$ cat src/rtl/branch_predictor_gshare.sv
// ID-stage branch predictor: saturating-counter pattern table (bimodal/gshare),
// global history register, direct-mapped BTB and saturating statistics.
module branch_predictor_gshare #(
  parameter int INDEX_WIDTH     = 3,
  parameter int COUNTER_WIDTH   = 2,
  parameter int HISTORY_WIDTH   = 3,
  parameter int GSHARE          = 0,
  parameter int BTB_INDEX_WIDTH = 3,
  parameter int STAT_WIDTH      = 16
) (
  input  logic                     clk,
  input  logic                     rst,
  input  logic [31:0]              lookup_pc,
  output logic                     predict_taken,
  output logic                     btb_hit,
  output logic [31:0]              predict_target,
  input  logic                     update_valid,
  input  logic [31:0]              update_pc,
  input  logic                     update_taken,
  input  logic                     update_predicted,
  input  logic [31:0]              update_target,
  output logic [HISTORY_WIDTH-1:0] ghr,
  output logic [STAT_WIDTH-1:0]    stat_branches,
  output logic [STAT_WIDTH-1:0]    stat_mispredicts
);

  localparam int PHT_N = 1 << INDEX_WIDTH;
  localparam int BTB_N = 1 << BTB_INDEX_WIDTH;
  localparam int TAG_W = 32 - BTB_INDEX_WIDTH - 2;

  localparam logic [COUNTER_WIDTH-1:0] CNT_INIT =
    COUNTER_WIDTH'((2 ** (COUNTER_WIDTH - 1)) - 1);
  localparam logic [COUNTER_WIDTH-1:0] CNT_MAX = '1;
  localparam logic [STAT_WIDTH-1:0]    STAT_MAX = '1;

  logic [COUNTER_WIDTH-1:0] cnt_q [PHT_N];
  logic [COUNTER_WIDTH-1:0] cnt_d [PHT_N];
  logic                     bv_q  [BTB_N];
  logic                     bv_d  [BTB_N];
  logic [TAG_W-1:0]         btag_q [BTB_N];
  logic [TAG_W-1:0]         btag_d [BTB_N];
  logic [31:0]              btgt_q [BTB_N];
  logic [31:0]              btgt_d [BTB_N];

  logic [HISTORY_WIDTH-1:0] ghr_q, ghr_d;
  logic [STAT_WIDTH-1:0]    sbr_q, sbr_d;
  logic [STAT_WIDTH-1:0]    smp_q, smp_d;

  logic [INDEX_WIDTH-1:0]     hist_mix;
  logic [INDEX_WIDTH-1:0]     l_idx;
  logic [INDEX_WIDTH-1:0]     u_idx;
  logic [BTB_INDEX_WIDTH-1:0] l_bidx;
  logic [BTB_INDEX_WIDTH-1:0] u_bidx;
  logic [TAG_W-1:0]           l_tag;
  logic [TAG_W-1:0]           u_tag;
  logic [COUNTER_WIDTH-1:0]   u_cnt;
  logic                       unused_pc_lsb;

  assign unused_pc_lsb = ^{lookup_pc[1:0], update_pc[1:0]};

  // History is zero-extended into the index; bimodal ignores it.
  assign hist_mix = (GSHARE != 0) ? INDEX_WIDTH'(ghr_q) : '0;

  assign l_idx  = lookup_pc[INDEX_WIDTH+1:2] ^ hist_mix;
  assign u_idx  = update_pc[INDEX_WIDTH+1:2] ^ hist_mix;
  assign l_bidx = lookup_pc[BTB_INDEX_WIDTH+1:2];
  assign u_bidx = update_pc[BTB_INDEX_WIDTH+1:2];
  assign l_tag  = lookup_pc[31:BTB_INDEX_WIDTH+2];
  assign u_tag  = update_pc[31:BTB_INDEX_WIDTH+2];
  assign u_cnt  = cnt_q[u_idx];

  // Lookup reads registered state only, so a same-cycle update is not seen.
  assign predict_taken  = cnt_q[l_idx][COUNTER_WIDTH-1];
  assign btb_hit        = bv_q[l_bidx] && (btag_q[l_bidx] == l_tag);
  assign predict_target = btb_hit ? btgt_q[l_bidx] : '0;

  assign ghr              = ghr_q;
  assign stat_branches    = sbr_q;
  assign stat_mispredicts = smp_q;

  always_comb begin
    cnt_d  = cnt_q;
    bv_d   = bv_q;
    btag_d = btag_q;
    btgt_d = btgt_q;
    ghr_d  = ghr_q;
    sbr_d  = sbr_q;
    smp_d  = smp_q;
    if (update_valid) begin
      if (update_taken) begin
        if (u_cnt != CNT_MAX) begin
          cnt_d[u_idx] = u_cnt + COUNTER_WIDTH'(1);
        end
        bv_d[u_bidx]   = 1'b1;
        btag_d[u_bidx] = u_tag;
        btgt_d[u_bidx] = update_target;
      end else if (u_cnt != '0) begin
        cnt_d[u_idx] = u_cnt - COUNTER_WIDTH'(1);
      end
      ghr_d = (ghr_q << 1) | HISTORY_WIDTH'(update_taken);
      if (sbr_q != STAT_MAX) begin
        sbr_d = sbr_q + STAT_WIDTH'(1);
      end
      if ((update_predicted != update_taken) && (smp_q != STAT_MAX)) begin
        smp_d = smp_q + STAT_WIDTH'(1);
      end
    end
  end

  always_ff @(posedge clk) begin
    if (rst) begin
      for (int i = 0; i < PHT_N; i++) begin
        cnt_q[i] <= CNT_INIT;
      end
      for (int i = 0; i < BTB_N; i++) begin
        bv_q[i]   <= 1'b0;
        btag_q[i] <= '0;
        btgt_q[i] <= '0;
      end
      ghr_q <= '0;
      sbr_q <= '0;
      smp_q <= '0;
    end else begin
      cnt_q  <= cnt_d;
      bv_q   <= bv_d;
      btag_q <= btag_d;
      btgt_q <= btgt_d;
      ghr_q  <= ghr_d;
      sbr_q  <= sbr_d;
      smp_q  <= smp_d;
    end
  end

endmodule
$ cat config.mk
export PLATFORM = sky130hd
export DESIGN_NAME = branch_predictor_gshare
export DESIGN_NICKNAME = d
export VERILOG_FILES = /design/src/rtl/branch_predictor_gshare.sv
export SDC_FILE = /design/constraint.sdc
export NUM_CORES = 1
export LEC_CHECK = 0
export CAP_MARGIN = 0
export CELL_PAD_IN_SITES_DETAIL_PLACEMENT = 1
export CELL_PAD_IN_SITES_GLOBAL_PLACEMENT = 2
export CORE_ASPECT_RATIO = 0.5
export CORE_UTILIZATION = 36
export DETAILED_ROUTE_END_ITERATION = 7
export HOLD_SLACK_MARGIN = 0.02
export PLACE_DENSITY_LB_ADDON = 0.05
export SYNTH_ARGS = -nofsm -noshare
export SYNTH_HDL_FRONTEND = slang
export SYNTH_SLANG_ARGS = --single-unit
$ cat constraint.sdc
create_clock -name clk -period 4.4 [get_ports clk]
set_input_delay 0.66 -clock clk [delete_from_list [all_inputs] [get_ports clk]]
set_output_delay 0.66 -clock clk [all_outputs]
set_load 0.03 [all_outputs]
==> metrics.md, run 1 <==
| Metric | Value |
|---|---|
| CTS buffer count | between 50 and 60 |
| Netlist cell types | between 50 and 60 |
| Area Growth Syn to Fin | 15.86% |
| Async S/R FF share, synth | 0 |
| Mean area per synthesized cell | ~8.4 sq um |
| Pwr/cell area | 371.7 mW/mm^2 |
| #FFs+latches synth | about 530 |
| Mapped Nets | roughly 2900 |
| Power Total | approximately 0.01 W |
| Status | complete, no violations |
| Unrepaired setup endpoints after global routing | no |
| Worst Hold Class | reg2reg |
| Worst-Skew Late Latency | around 600 ps |
| Final hold violation count | 0 |
| Congestion Overflow GR | 0 |
| Most frequent CP cell | buf_4 |
| Crit path DAT | roughly 3500 ps |
| Cell area after synthesis | approximately 0.023 sq mm |
| Total placed instance area | 0.02545 sq mm |
| Clock sink count | ~530 |
| Gr usage total | 0.2410 |
| Sequential area share after synthesis | 0.4551 |
| Leak | between 8 and 9 nW |
| Initial core utilization | 0.3672 |
| Crit Path Class | in2out |
| Worst Skew | ~4.8 ps |
| Detailed placement HPWL | ~45000 um |
| Vias in the first global route | 20110 |
| Drt drc | 0 |
| Cell count after synthesis | approximately 2800 |
| Post-Route WL | 79790 um |
| First-pass GRT wire length | 122600 um |
| Fmax | 241.3 MHz |
| Core area | 0.06360 sq mm |
| Synth area leaders | dfxtp_1 46%, nand2_1 16%, mux4_2 11% |
| Max VDD drop | between 0.2 and 0.3 mV |
| PortBufs | between 150 and 200 |
| Cell Rows | 65 |
| WL/cell | ~22 um |
| Synth Flop Type | dfxtp_1 |
| Proportion of layout cells with a drive suffix above 1 | 0.1131 |
| Tcrit/Tclk final | 0.9418 |
| Final Max Slew Viols | 0 |
| Antenna violations before repair | 2 |
| Yosys synthesis warning count | 0 |
| Worst-margin pin slew | ~1200 ps |
| Relative slew slack | 0.1797 |
| Die area | between 0.06 and 0.07 sq mm |
| Avg Vias per Cell | around 5.3 |
| Post-synth EDFFs | 0 |
| Drt pass-1 iters | 7 |
| Worst path max stage delay | roughly 530 ps |
| Postcts setup bufs | 0 |
| CTS H-tree depth | 2 |
| Io pins | between 150 and 200 |
| GPL Wtd Cong | ~0.73 |
| Final net count | between 2000 and 3000 |
| Min cycle time layout | just over 4000 ps |
| CTS root buf | clkbuf_16 |
| Worst-path clk slew | 60 ps |
| CP Cell Sequence | clkbuf_8, buf_4, mux4_2, mux2i_1, xnor2_1, nor4_2, nand4_1, buf_12, nor4_1, buf_4 |
| CTS max path bufs | 3 |
| Synth top area share | 0.4551 |
| Die X | 362.2 um |
| Final ANT Viol Nets | 0 |
| Final setup fails | 0 |
| Worst-path maximum fanout | 33 |
| Die Y | ~180 um |
| Req. time, crit path | around 3700 ps |
| Critical Path Slowest Stage Cell | mux4_2 |
| CTS tree | built |
| Final Cell Area | 0.02706 sq mm |
| MaxCap Viol Count | 0 |
| Pin count of the biggest net entering global routing | approximately 130 |
| # fillers | between 7000 and 8000 |
| Startpoint types | input port |
| Leading area contributor after synthesis | dfxtp_1 |
| Vias | between 15000 and 20000 |
| Worst Setup End Kind | primary output |
| Number of DRC markers in iteration 0 | 1174 |
| # hold bufs at CTS | 0 |
| Setup_tns | 0 ps |
==> critical path, delay by kind of cell <==
| family | cells | cell delay [ps] |
|---|---|---|
| simple gates | 3 | 930 |
| mux | 2 | 710 |
| buf+inv | 4 | 1040 |
| xor+xnor | 1 | 100 |
==> final timing paths <==
check	startpoint	end	slack, ps	cells after the start
setup reg to reg	stat_mispredicts[3]	stat_mispredicts[11]	1820	6
hold reg to reg	btag_q[206]	btag_q[206]	450	2
setup / recovery	lookup_pc[2]	predict_target[5]	260	10
hold / removal	btag_q[206]	btag_q[206]	450	2
==> routing by layer <==
layer / track usage / part of all wire / vias to the layer above
met5: 0 / 0.000088 / -
met4: 0.04371 / 0.014 / 2
met3: 0.02830 / 0.028 / 87
met2: 0.4044 / 0.46 / 249
met1: 0.3364 / 0.49 / 9972
li1: - / - / 9324
==> placed cells by master (no fill, tap or decap), types with 6 or more instances in the layout <==
| master | Yosys | layout |
|---|---|---|
| nand2_1 | 994 | 986 |
| dfxtp_1 | 531 | 531 |
| a21oi_1 | 491 | 491 |
| clkdlybuf4s50_1 | 0 | 128 |
| mux4_2 | 110 | 110 |
| buf_4 | 64 | 71 |
| mux2i_1 | 60 | 60 |
| clkbuf_16 | 0 | 53 |
| nor2_1 | 50 | 50 |
| nor4_1 | 38 | 37 |
| xnor2_1 | 35 | 35 |
| buf_12 | 1 | 22 |
| nand3_1 | 20 | 20 |
| clkbuf_1 | 177 | 16 |
| clkinv_2 | 0 | 14 |
| nor3_1 | 12 | 11 |
| o21ai_0 | 11 | 11 |
| or3_1 | 10 | 10 |
| mux2_2 | 9 | 9 |
| nor2b_1 | 9 | 9 |
| o211ai_1 | 9 | 9 |
| clkbuf_8 | 0 | 9 |
| xor2_1 | 8 | 8 |
| nand4_1 | 8 | 8 |
| nand2_4 | 0 | 8 |
| inv_1 | 7 | 7 |
| and2_4 | 0 | 7 |
| and2_1 | 13 | 6 |
| o22ai_1 | 6 | 6 |
==> cells in the mapped netlist, types with 10 or more instances <==
cell	instances
a21oi_1	491
and2_1	13
buf_1	10
buf_2	16
buf_4	64
clkbuf_1	177
dfxtp_1	531
mux2i_1	60
mux4_2	110
nand2_1	994
nand3_1	20
nor2_1	50
nor3_1	12
nor4_1	38
o21ai_0	11
or3_1	10
xnor2_1	35
==> what timing repair did <==
| item | in CTS | in global routing |
|---|---|---|
| endpoints found under the setup margin | 0 | 6 |
| hold endpoints to repair | 0 | 0 |
| resized for setup | 0 | 1 |
==> kinds of logic after synthesis <==
kind of cell	synth area share
adders and majority gates	0.002143
DFF	0.4551
xor gates and xnor gates	0.01612
and+or+nand+nor	0.2051
muxes	0.1385
buffers and inverters	0.06037
AOI/OAI and AO/OA	0.1226
==> flip-flops by register name (all words and copies together) (netlist names), named ones only <==
register,flops
bv_q,8
ghr,3
stat_branches,16
btag_q,216
stat_mispredicts,16
btgt_q,256
cnt_q,8
==> final cells by class <==
type / instances / area, sq um / share of cell area
Inverter: 9 / 35.03 / 0.001295
Antenna cell: 1 / 2.502 / 0.00009247
Timing Repair Buffer: 225 / 2300 / 0.08498
Sequential cell: 531 / 10630 / 0.3928
Clock buffer: 77 / 1496 / 0.05530
Clock inverter: 15 / 102.6 / 0.003791
Tap cell: 871 / 1090 / 0.04027
Multi-Input combinational cell: 1955 / 11400 / 0.4214
==> power by group <==
group / total, W / switching (W) / internal [W]
Sequential: 0.00491 / 0.0000346 / 0.00487
Clock: 0.00440 / 0.00199 / 0.00240
Combinational: 0.000757 / 0.000476 / 0.000281
Total: 0.0101 / 0.00250 / 0.00756
==> through the flow <==
stage / instances / util / hold slack [ps] / worst slack [ps]
detailed placement: 3591 / 0.4002 / 443.6 / 198.7
global route: 3684 / 0.4255 / 467.1 / 28.46
global placement: 3591 / 0.4002 / 438.4 / 196.0
finish: 3684 / 0.4255 / 452.2 / 255.9
floorplan: 2771 / - / 431.8 / 268.0
CTS: 3683 / 0.4254 / 452.4 / 189.2
Power figures use the tool's default switching activity.
==> inputs of run 2 (changes only) <==
- SKIP_CTS_REPAIR_TIMING: not set -> 1
==> results of run 2 <==
Final layout, timing and power as in run 1 (identical DEF).
